$ cat config.mk
export PLATFORM = sky130hd
export DESIGN_NAME = req_gnt_rr_arbiter_flat
export DESIGN_NICKNAME = d
export VERILOG_FILES = /design/src/rtl/req_gnt_rr_arbiter_if.sv /design/src/rtl/req_gnt_rr_arbiter.sv /design/src/flat_wrapper.sv
export SDC_FILE = /design/constraint.sdc
export NUM_CORES = 1
export LEC_CHECK = 0
export ABC_AREA = 1
export CAP_MARGIN = 30
export CORE_MARGIN = 5
export CORE_UTILIZATION = 35
export DETAILED_ROUTE_END_ITERATION = 10
export GPL_ROUTABILITY_DRIVEN = 0
export GPL_TIMING_DRIVEN = 0
export PLACE_DENSITY = 0.57
export SLEW_MARGIN = 20
export SYNTH_ARGS = -nofsm -noshare
export SYNTH_HDL_FRONTEND = slang
export SYNTH_SLANG_ARGS = --single-unit
$ cat constraint.sdc
create_clock -name clk -period 4.2 [get_ports clk]
set_input_delay 1.26 -clock clk [delete_from_list [all_inputs] [get_ports clk]]
set_output_delay 1.26 -clock clk [all_outputs]
set_load 0.01 [all_outputs]
$ cat src/rtl/req_gnt_rr_arbiter_if.sv
// Level req/gnt handshake bundle between NUM_REQ requesters and the round-robin arbiter.
// The arbiter connects through the slave modport and the requester side through the master modport.
interface req_gnt_rr_arbiter_if #(
    parameter int NUM_REQ = 4
);
    localparam int ID_W = $clog2(NUM_REQ);

    logic [NUM_REQ-1:0] req;
    logic [NUM_REQ-1:0] gnt;
    logic [ID_W-1:0]    gnt_id;
    logic               busy;
    logic               revoke;
    logic [NUM_REQ-1:0] revoked;

    modport master (
        output req,
        input  gnt, gnt_id, busy, revoke, revoked
    );

    modport slave (
        input  req,
        output gnt, gnt_id, busy, revoke, revoked
    );
endinterface

$ cat src/rtl/req_gnt_rr_arbiter.sv
// Round-robin arbiter for one shared resource: level req/gnt, grant held until release,
// forcibly revoked after MAX_HOLD cycles with a sticky per-requester revoked mask.
module req_gnt_rr_arbiter #(
    parameter int NUM_REQ  = 4,
    parameter int MAX_HOLD = 16
) (
    input  logic                 clk,
    input  logic                 reset,
    req_gnt_rr_arbiter_if.slave  bus
);
    localparam int ID_W   = $clog2(NUM_REQ);
    localparam int HOLD_W = $clog2(MAX_HOLD + 1);

    typedef enum logic [1:0] {
        IDLE,
        GRANT,
        RELEASE
    } state_t;

    state_t             state_q;
    logic [ID_W-1:0]    ptr_q;
    logic [HOLD_W-1:0]  hold_q;
    logic [NUM_REQ-1:0] gnt_q;
    logic [ID_W-1:0]    gnt_id_q;
    logic               busy_q;
    logic               revoke_q;
    logic [NUM_REQ-1:0] revoked_q;

    logic [NUM_REQ-1:0] eligible;
    logic [ID_W-1:0]    next_ptr;
    logic [ID_W-1:0]    arb_base;
    logic               pick_found;
    logic [ID_W-1:0]    pick_id;
    int                 idx;

    assign eligible = bus.req & ~revoked_q;
    assign next_ptr = (gnt_id_q == ID_W'(NUM_REQ - 1)) ? '0 : gnt_id_q + 1'b1;
    // RELEASE arbitrates with the already-rotated pointer so the turnaround gap is exactly one cycle.
    assign arb_base = (state_q == RELEASE) ? next_ptr : ptr_q;

    always_comb begin
        // NOTE: every comb output gets a default first so no path can infer a latch.
        pick_found = 1'b0;
        pick_id    = '0;
        idx        = 0;
        for (int i = 0; i < NUM_REQ; i++) begin
            idx = int'(arb_base) + i;
            if (idx >= NUM_REQ) idx = idx - NUM_REQ;
            if (!pick_found && eligible[ID_W'(idx)]) begin
                pick_found = 1'b1;
                pick_id    = ID_W'(idx);
            end
        end
    end

    always_ff @(posedge clk) begin
        // NOTE: non-blocking everywhere so each register samples pre-edge values.
        if (reset) begin
            state_q   <= IDLE;
            ptr_q     <= '0;
            hold_q    <= '0;
            gnt_q     <= '0;
            gnt_id_q  <= '0;
            busy_q    <= 1'b0;
            revoke_q  <= 1'b0;
            revoked_q <= '0;
        end else begin
            revoke_q  <= 1'b0;
            revoked_q <= revoked_q & bus.req;

            case (state_q)
                IDLE, RELEASE: begin
                    if (state_q == RELEASE) ptr_q <= next_ptr;
                    if (pick_found) begin
                        gnt_q    <= NUM_REQ'(1) << pick_id;
                        gnt_id_q <= pick_id;
                        busy_q   <= 1'b1;
                        hold_q   <= HOLD_W'(1);
                        state_q  <= GRANT;
                    end else begin
                        state_q  <= IDLE;
                    end
                end

                GRANT: begin
                    // A drop of req wins over a simultaneous timeout: normal release.
                    if (!bus.req[gnt_id_q]) begin
                        gnt_q   <= '0;
                        busy_q  <= 1'b0;
                        hold_q  <= '0;
                        state_q <= RELEASE;
                    end else if (hold_q == HOLD_W'(MAX_HOLD)) begin
                        gnt_q     <= '0;
                        busy_q    <= 1'b0;
                        hold_q    <= '0;
                        revoke_q  <= 1'b1;
                        revoked_q <= (revoked_q & bus.req) | gnt_q;
                        state_q   <= RELEASE;
                    end else begin
                        hold_q <= hold_q + 1'b1;
                    end
                end

                default: state_q <= IDLE;
            endcase
        end
    end

    assign bus.gnt     = gnt_q;
    assign bus.gnt_id  = gnt_id_q;
    assign bus.busy    = busy_q;
    assign bus.revoke  = revoke_q;
    assign bus.revoked = revoked_q;
endmodule

$ cat src/flat_wrapper.sv
// flat-port wrapper written by rule: the top's interface ports become plain ports
module req_gnt_rr_arbiter_flat 
#(
    parameter int NUM_REQ  = 4,
    parameter int MAX_HOLD = 16
)
  (clk, reset, bus_req, bus_gnt, bus_gnt_id, bus_busy, bus_revoke, bus_revoked);
  req_gnt_rr_arbiter_if #(.NUM_REQ(NUM_REQ)) bus_i ();
  input  logic clk;
  input  logic reset;
  input wire logic [$bits(bus_i.req)-1:0] bus_req;
  output wire logic [$bits(bus_i.gnt)-1:0] bus_gnt;
  output wire logic [$bits(bus_i.gnt_id)-1:0] bus_gnt_id;
  output wire logic [$bits(bus_i.busy)-1:0] bus_busy;
  output wire logic [$bits(bus_i.revoke)-1:0] bus_revoke;
  output wire logic [$bits(bus_i.revoked)-1:0] bus_revoked;
  assign bus_i.req = bus_req;
  assign bus_gnt = bus_i.gnt;
  assign bus_gnt_id = bus_i.gnt_id;
  assign bus_busy = bus_i.busy;
  assign bus_revoke = bus_i.revoke;
  assign bus_revoked = bus_i.revoked;
  req_gnt_rr_arbiter #(.NUM_REQ(NUM_REQ), .MAX_HOLD(MAX_HOLD)) u_core (.clk(clk), .reset(reset), .bus(bus_i));
endmodule
Word level (Yosys, flattened, before mapping)
Index checks and enable logic that the tools add are counted.

Register bits: 21. Output and inout bits: 12.

Add/sub/neg operators: 9. Magnitude comparators: 9. Eq/ne operators: 6. Shift-type cells: 1. Muxes and demuxes: 48. Bitwise operators: 6. Reductions and logical operators: 13.

Operators with widths (count): $mux W2 (12); $mux W4 (6); $mux W1 (18); $lt A2 B4 Y1 const B (4); $mux W5 (3); $bmux W1 S2 (5); $pmux W5 S2 (1); $ge A3 B3 Y1 const B (3); $and A4 B4 Y4 (2); $pmux W4 S2 (1); $sub A2 B1 Y2 const B (4); $add A2 B2 Y3 const B (2); $add A5 B1 Y5 const B (1); $eq A5 B5 Y1 const B (1); $eq A2 B2 Y1 const B (2); $not A4 Y4 (1); $or A4 B4 Y4 (1); $pmux W2 S2 (1); $reduce_and A2 Y1 (2); $shl A1 B2 Y4 const A (1); $add A2 B1 Y3 const B (1); $ge A2 B3 Y1 const B (1); $logic_and A1 B1 Y1 (3); $logic_not A1 Y1 (3); other kinds (12) (13).

Logic depth before layout (Yosys ltp)
Gate-level depths: netlist of the first run.

Depth after elaboration: 21. Depth in mapped cells: 16. Mapped depth without buffers: 16.

Least setup slack after synthesis of the first run
Ideal clock, no wire load.

Path kind: input to register. Start point: input bus_req[2]. End point: register u_core.gnt_q[1], in the netlist u_core.bus.gnt[1]. Arrival time: 2.195 ns. Data required time: 4.087 ns. Slack: 1.892 ns. Cell stages on the path: 11. Path buffers: 0. Cells stage by stage: inv_1 -> nor2_1 -> nand3_1 -> nand3_1 -> nand2_2 -> a21oi_1 -> nand2_1 -> nand2_1 -> nor2_2 -> nand2_1 -> nand2_1.

Longest elaborated chain between the ends: 17. Elaborated cells between the ends (all ways): 36.

RTL lines: start, declared (line flat_wrapper.sv:11) `input wire logic [$bits(bus_i.req)-1:0] bus_req;`; $and A4 B4 Y4 (line req_gnt_rr_arbiter.sv:36) `assign eligible = bus.req & ~revoked_q;`; $bmux W1 S2 (line req_gnt_rr_arbiter.sv:49) `if (!pick_found && eligible[ID_W'(idx)]) begin`; $mux W1 (not written as such) (2 in series) (line req_gnt_rr_arbiter.sv:49); $mux W1 (line req_gnt_rr_arbiter.sv:49); $logic_not A1 Y1 (line req_gnt_rr_arbiter.sv:49); $logic_and A1 B1 Y1 (line req_gnt_rr_arbiter.sv:49); $mux W1 (line req_gnt_rr_arbiter.sv:49); $logic_not A1 Y1 (line req_gnt_rr_arbiter.sv:49); $logic_and A1 B1 Y1 (line req_gnt_rr_arbiter.sv:49); $mux W1 (line req_gnt_rr_arbiter.sv:49); $logic_not A1 Y1 (line req_gnt_rr_arbiter.sv:49); $logic_and A1 B1 Y1 (line req_gnt_rr_arbiter.sv:49); $mux W2 (line req_gnt_rr_arbiter.sv:49); $shl A1 B2 Y4 (line req_gnt_rr_arbiter.sv:75) `gnt_q <= NUM_REQ'(1) << pick_id;`; $mux W4 (line req_gnt_rr_arbiter.sv:74) `if (pick_found) begin`; $pmux W4 S2 (line req_gnt_rr_arbiter.sv:71) `case (state_q)`; end signal, assigned (line req_gnt_rr_arbiter.sv:75); end, declared (line req_gnt_rr_arbiter.sv:23) `logic [NUM_REQ-1:0] gnt_q;`.

Parallel ways exist; a longest one is shown, timed or not. The select of a mux whose other input is x is not followed. A chain may end at the register's enable or synchronous reset.

Final worst setup path of the first run
Start point: input bus_req[1]. End point: register u_core.gnt_q[0], in the netlist u_core.bus.gnt[0].

The elaborated chain is that of the path after synthesis.

==> impl_metrics.toml, run 1 <==
[global_route]
largest_net_degree_at_the_start_of_global_routing = 12
grt.busiest_layer = "met2"
grt_first_pass_wirelength_um = 5490
antenna_found_initial = 0
globalRouteTotalUtil = 0.130
grt.met1_usage = 0.176
met3_usage = 0.0291
grtUsageMet2 = 0.207
grt_pass1_vias = 1223
global_route.overflow_total = 0

[min_path]
min-delay-path-class = "register to register"

[layout]
finish.instance_area_um2 = 1620
drive_gt1_frac = 0.135
synthToLayoutAreaGrowth_pct = 20.5
antenna-diode-count = 0
fin_nets = 233
commonest_non_fill_non_tap_cell_in_the_layout = "sky130_fd_sc_hd__nand2_1"
layout_common_cells = "sky130_fd_sc_hd__nand2_1, sky130_fd_sc_hd__nand3_1, sky130_fd_sc_hd__inv_1, sky130_fd_sc_hd__dfxtp_1"

[setup_path]
worstSetupStartpointType = "primary input"
worst_path_dominant_cell_family = "simple AND/OR/NAND/NOR gates"
worst-path-buf-inv = 3
critPathMaxFanout = 3
endpoint_kind_of_the_worst_setup_timing_path = "register"
timing.critical_path.arrival_ns = 3.07
critPathRequiredTime_ns = 4.40
cp_most_frequent_cell = "sky130_fd_sc_hd__nor2_1"
crit_path_cell_trace = "clkdlybuf4s50_1 > inv_1 > nor2_1 > inv_1 > nand2_1 > nand2_1 > nor2_1 > nor2_1 > a21oi_1 > nand3_1 > nor2_1 > nand3_1 > nand2_1"
critical_path_s_largest_stage_delay_ns = 0.48
worstSetupPathType = "primary input to register"
critPathSlowestCell = "sky130_fd_sc_hd__clkdlybuf4s50_1"

[synthesis]
synth_area_um2 = 1350
syn_nets = 211
ys_ff_latch = 21
synth_sequential_area_ratio = 0.313
yosys.cell_types.count = 23
yosysWarningCount = 0
postSynthCellCount = 202
avgSynthCellArea_um2 = 6.66

[clock_network]
cts_htree_levels = 1
clkLatencyLatePin_ns = 0.26
clock_sinks = 21
root_buffer = "sky130_fd_sc_hd__clkbuf_8"
max-clock-path-buffers = 2
ctsResizeCount = 0
clock_pin_slew_reported_for_the_worst_setup_and_hold_paths_after_clock_tree_synthesis_ns = 0.07
cts.hold.buffers_added = 0
post_cts.repair.setup_buffers = 0
cts_inserted_buffers = 3
cts_tree = "yes"

[power]
p_int_uw = 399
static-leakage-power_uw = 0.000737
pwr-share-seq = 0.357
power_density_nw_per_um2 = 427
swShare = 0.423
switching_power_summed_over_all_nets_uw = 293
clockPowerShare = 0.192
comb_power_frac = 0.450
irDropWorstVdd_v = 0.000266

[die]
fp.dieArea_um2 = 5180
fp.dieH_um = 72.0
design.portCount = 18
die-width_um = 72.0
floorplan.initialDensity = 0.365
core.rowCount = 22
core_box_area_um2 = 3690

[timing]
worst_pin_slew_ns = 0.509
timing.max_slew.rel_slack = 0.658
period_needed_ns = 2.87
whs_ns = 0.465
setup_total_negative_slack_ns = 0
timing.final.hold_violations = 0
setup_viol = 0
min_period_over_period = 0.683
maxSlewViolCount = 0
max_clock_freq_ghz = 0.348
skew_ns = 0.00889
setup_repair_after_global_routing_missed_its_margin = "no"

[route]
routed-via-count = 1295
drtPass1Iterations = 4
drt_drc_violations_left = 0
route.antenna.remaining_nets = 0
routed_wl_um = 3160
post_drt_via_cell_ratio = 4.78
initialDrtViolationCount = 89
post_drt_wl_per_cell_um = 11.7

[status]
result_of_the_run = "completed"

[placed_design]
place_hpwl_um = 2500
placedInstanceArea_um2 = 1580
io_buffer_count = 17

[job]
timing.max_cap.violations = 0
-- power groups by stage --
stage	Clock, µW	Sequential, µW	Combinational, µW
after floorplan	0	255	220
after global placement	0	252	314
after detailed placement	0	252	315
after CTS	137	247	316
after global routing	146	252	356
final	133	247	311
-- kinds of logic after synthesis --
family | share of synthesized area
AO/OA/AOI/OAI | 0.0856
XOR/XNOR | 0.0195
adder cells (fa/ha/maj) | 0.0279
buffers and inverters | 0.0763
flip-flops | 0.313
AND/OR/NAND/NOR | 0.478
-- layer usage --
layer / wire [µm] / up-vias / share of wire
met5: 0 / - / 0
met3: 131 / 4 / 0.041
met2: 1420 / 23 / 0.45
met1: 1570 / 565 / 0.50
li1: - / 703 / -
met4: 41 / 0 / 0.013
-- registers in the layout (all words and copies together), names as in the netlist --
| name | flops |
|---|---|
| u_core.hold_q | 5 |
| u_core.bus.revoke | 1 |
| u_core.bus.gnt_id | 2 |
| u_core.bus.revoked | 4 |
| u_core.ptr_q | 2 |
| u_core.bus.gnt | 4 |
| u_core.state_q | 2 |
| u_core.bus.busy | 1 |
-- layout make-up --
| type | count | area [µm²] |
|---|---|---|
| fill | 401 | 2070 |
| multi-input combinational | 154 | 822 |
| sequential | 21 | 420 |
| timing repair buffer | 17 | 170 |
| inverter | 25 | 93.8 |
| tap | 48 | 60.1 |
| clock buffer | 4 | 45.0 |
| buffer | 2 | 8.76 |
-- Yosys cell counts (all sizes together) --
library cell | instances | area (µm²)
xor2 | 2 | 17.5
buf | 1 | 5.00
nand3 | 30 | 175
ha | 3 | 37.5
nand2 | 71 | 322
inv | 25 | 93.8
a21oi | 10 | 50.1
clkbuf | 1 | 3.75
dfxtp | 21 | 420
nand3b | 1 | 7.51
nand4 | 5 | 46.3
nor3 | 2 | 10.0
xnor2 | 1 | 8.76
nor2 | 20 | 82.6
a32o | 4 | 40.0
o21ai | 5 | 25.0
-- through the flow --
| step | utilization | std cells | setup WS [ns] | power (µW) |
|---|---|---|---|---|
| final | 0.439 | 271 | 1.33 | 692 |
| after global routing | 0.439 | 271 | 1.13 | 754 |
| after CTS | 0.439 | 271 | 1.36 | 700 |
| after detailed placement | 0.427 | 267 | 1.09 | 566 |
| after global placement | 0.427 | 267 | 1.08 | 566 |
| after floorplan | - | 202 | 1.89 | 475 |
-- tightest hold or removal path: stages (launching register included) --
cell	delay (ns)
sky130_fd_sc_hd__dfxtp_1	0.32
sky130_fd_sc_hd__nand3_2	0.06
sky130_fd_sc_hd__nand2_1	0.04
-- path summary, 6_finish.rpt --
kind / end / slack (ns) / startpoint / cells past startpoint
setup / recovery: u_core.bus.gnt[0]$_SDFFE_PP0P_ / 1.33 / bus_req[1] / 13
hold reg to reg: u_core.bus.busy$_SDFFE_PP0P_ / 0.47 / u_core.bus.busy$_SDFFE_PP0P_ / 2
setup reg to reg: u_core.bus.gnt[3]$_SDFFE_PP0P_ / 2.11 / u_core.bus.gnt_id[0]$_SDFFE_PP0P_ / 15
hold / removal: u_core.bus.busy$_SDFFE_PP0P_ / 0.47 / u_core.bus.busy$_SDFFE_PP0P_ / 2
Power figures use the tool's default switching activity.
==> run 2: changes to the inputs <==
Settings changed: PLACE_DENSITY 0.57 to 0.59.
Clock period 4.2 ns to 2.4 ns, I/O delays scaled along.
==> run 2 against run 1 <==
- routed wire length decreased by 0.28%
- count of clock-buffer cells in the layout unchanged
- critical path type unchanged
- clock skew is 0.0069 ns lower
- sequential share of layout area shrank 0.32 points
==> impl_metrics.toml, run 2 (synthesis results as in run 1) <==
[status]
result_of_the_run = "completed"

[setup_path]
critPathSlowestCell = "sky130_fd_sc_hd__clkdlybuf4s50_1"
cp_most_frequent_cell = "sky130_fd_sc_hd__nand2_1"
critPathRequiredTime_ns = 2.55
reg_to_reg_end = "u_core.bus.gnt[0]$_SDFFE_PP0P_"
worst_r2r_path_depth = 14
timing.reg2reg.setup_slack_ns = 0.27
worst-path-buf-inv = 2
worstSetupStartpointType = "primary input"
crit_path_cell_trace = "clkdlybuf4s50_1 > inv_1 > nor2_1 > nand2_1 > nand3_1 > nand2_1 > nand4_4 > nand2_4 > nand2_2 > nand2_4 > nand3_2 > nand2_1"
endpoint_kind_of_the_worst_setup_timing_path = "register"
worst_r2r_startpoint = "u_core.bus.gnt_id[0]$_SDFFE_PP0P_"
critPathMaxFanout = 9
timing.critical_path.arrival_ns = 2.38
worstSetupPathType = "primary input to register"
critical_path_s_largest_stage_delay_ns = 0.51
worst_path_dominant_cell_family = "simple AND/OR/NAND/NOR gates"

[global_route]
global_route.overflow_total = 0
grt_first_pass_wirelength_um = 5340
largest_net_degree_at_the_start_of_global_routing = 12
globalRouteTotalUtil = 0.127
antenna_found_initial = 0
met3_usage = 0.0235
grtUsageMet2 = 0.198
grt_pass1_vias = 1194
grt.met1_usage = 0.178
grt.busiest_layer = "met2"

[clock_network]
cts_tree = "yes"
root_buffer = "sky130_fd_sc_hd__clkbuf_8"
cts_htree_levels = 1
post_cts.repair.setup_buffers = 0
clock_pin_slew_reported_for_the_worst_setup_and_hold_paths_after_clock_tree_synthesis_ns = 0.07
max-clock-path-buffers = 2
clock_sinks = 21
cts_inserted_buffers = 3
clkLatencyLatePin_ns = 0.26

[die]
core.rowCount = 22
fp.dieArea_um2 = 5180
die-width_um = 72.0
floorplan.initialDensity = 0.365
core_box_area_um2 = 3690
design.portCount = 18
fp.dieH_um = 72.0

[layout]
layoutNonFillerInstCount = 271
registers.top_by_ff_count = "u_core.hold_q"
fin_nets = 233
drive_gt1_frac = 0.157
fill_cells = 396
finish.instance_area_um2 = 1640
synthToLayoutAreaGrowth_pct = 22.0
commonest_non_fill_non_tap_cell_in_the_layout = "sky130_fd_sc_hd__nand2_1"
largest_register_ff_count = 5
antenna-diode-count = 0
layout_common_cells = "sky130_fd_sc_hd__nand2_1, sky130_fd_sc_hd__nand3_1, sky130_fd_sc_hd__inv_1, sky130_fd_sc_hd__dfxtp_1, sky130_fd_sc_hd__clkdlybuf4s50_1"

[job]
timing.max_cap.violations = 0

[timing]
min_period_over_period = 0.931
timing.max_slew.rel_slack = 0.669
setup_total_negative_slack_ns = 0
setup_viol = 0
max_clock_freq_ghz = 0.448
skew_ns = 0.00204
maxSlewViolCount = 0
worst_pin_slew_ns = 0.493
period_needed_ns = 2.23
timing.final.hold_violations = 0
setup_repair_after_global_routing_missed_its_margin = "no"

[route]
routed-via-count = 1302
post_drt_via_cell_ratio = 4.80
routed_wl_um = 3150
drtPass1Iterations = 4
initialDrtViolationCount = 79
route.antenna.remaining_nets = 0
post_drt_wl_per_cell_um = 11.6
drt_drc_violations_left = 0

[min_path]
hold-path-cell-count = 2
hold_end = "u_core.bus.busy$_SDFFE_PP0P_"
hold_start = "u_core.bus.busy$_SDFFE_PP0P_"
min-delay-path-class = "register to register"

[power]
irDropWorstVdd_v = 0.000383
power.total_uw = 1220
static-leakage-power_uw = 0.000745
power_density_nw_per_um2 = 743

[placed_design]
placedInstanceArea_um2 = 1580
total_placed_cells_including_tap_cells = 267
place_hpwl_um = 2490
io_buffer_count = 17
run 2: cell types whose count changed in the layout (fill, tap and decap cells not counted):
cell                      change
sky130_fd_sc_hd__nand3_2      +1
sky130_fd_sc_hd__nor2_4       +1
sky130_fd_sc_hd__nor2_1       -4
sky130_fd_sc_hd__nand3_1      -1
sky130_fd_sc_hd__nor2_2       +3
run 2: worst max-delay path by stage:
stage	from	end	slack, ns	cells after the start
after global routing	bus_req[1]	u_core.bus.gnt[0]$_SDFFE_PP0P_	0.006	13
after global placement	bus_req[2]	u_core.bus.busy$_SDFFE_PP0P_	-0.17	12
after floorplan	u_core.bus.gnt_id[0]$_SDFFE_PP0P_	u_core.bus.gnt[3]$_SDFFE_PP0P_	0.53	15
after CTS	bus_req[2]	u_core.bus.gnt[0]$_SDFFE_PP0P_	0.07	11
after detailed placement	bus_req[2]	u_core.bus.gnt[0]$_SDFFE_PP0P_	-0.20	11
final	bus_req[3]	u_core.bus.gnt[0]$_SDFFE_PP0P_	0.17	12
run 2: metrics by stage:
step	hold WS [ns]	utilization	worst slack, ns
6_report	0.469	0.445	0.167
3_5_place_dp	0.459	0.427	-0.198
2_1_floorplan	0.477	-	0.535
3_3_place_gp	0.456	0.427	-0.174
5_1_grt	0.499	0.445	0.00565
4_1_cts	0.473	0.439	0.0715
run 2: worst min-delay path: stages, from the launching register on:
cell	delay (ns)
sky130_fd_sc_hd__dfxtp_1	0.32
sky130_fd_sc_hd__nand3_2	0.06
sky130_fd_sc_hd__nand2_1	0.04
run 2: final cells by class:
cell class | count | area (µm²) | share of cell area
inverter | 25 | 93.8 | 0.0572
clock buffer | 4 | 45.0 | 0.0275
sequential | 21 | 420 | 0.256
buffer | 2 | 8.76 | 0.00534
tap | 48 | 60.1 | 0.0366
timing repair buffer | 17 | 170 | 0.104
multi-input combinational | 154 | 842 | 0.513
run 2: layer usage:
layer	vias up	routed length (µm)
li1	695	-
met1	575	1610
met2	29	1380
met3	3	140
met4	0	23
met5	-	0
run 2: timing repair:
action,4_1_cts,5_1_grt
hold endpoints to repair,0,0
setup endpoints to repair,0,7
resized for setup,0,6
hold buffers,0,0
run 2: where the power goes:
group	total [µW]	switching, µW	internal (µW)
clock network	230	112	118
registers	434	45.0	389
logic	554	360	194
total	1220	516	702
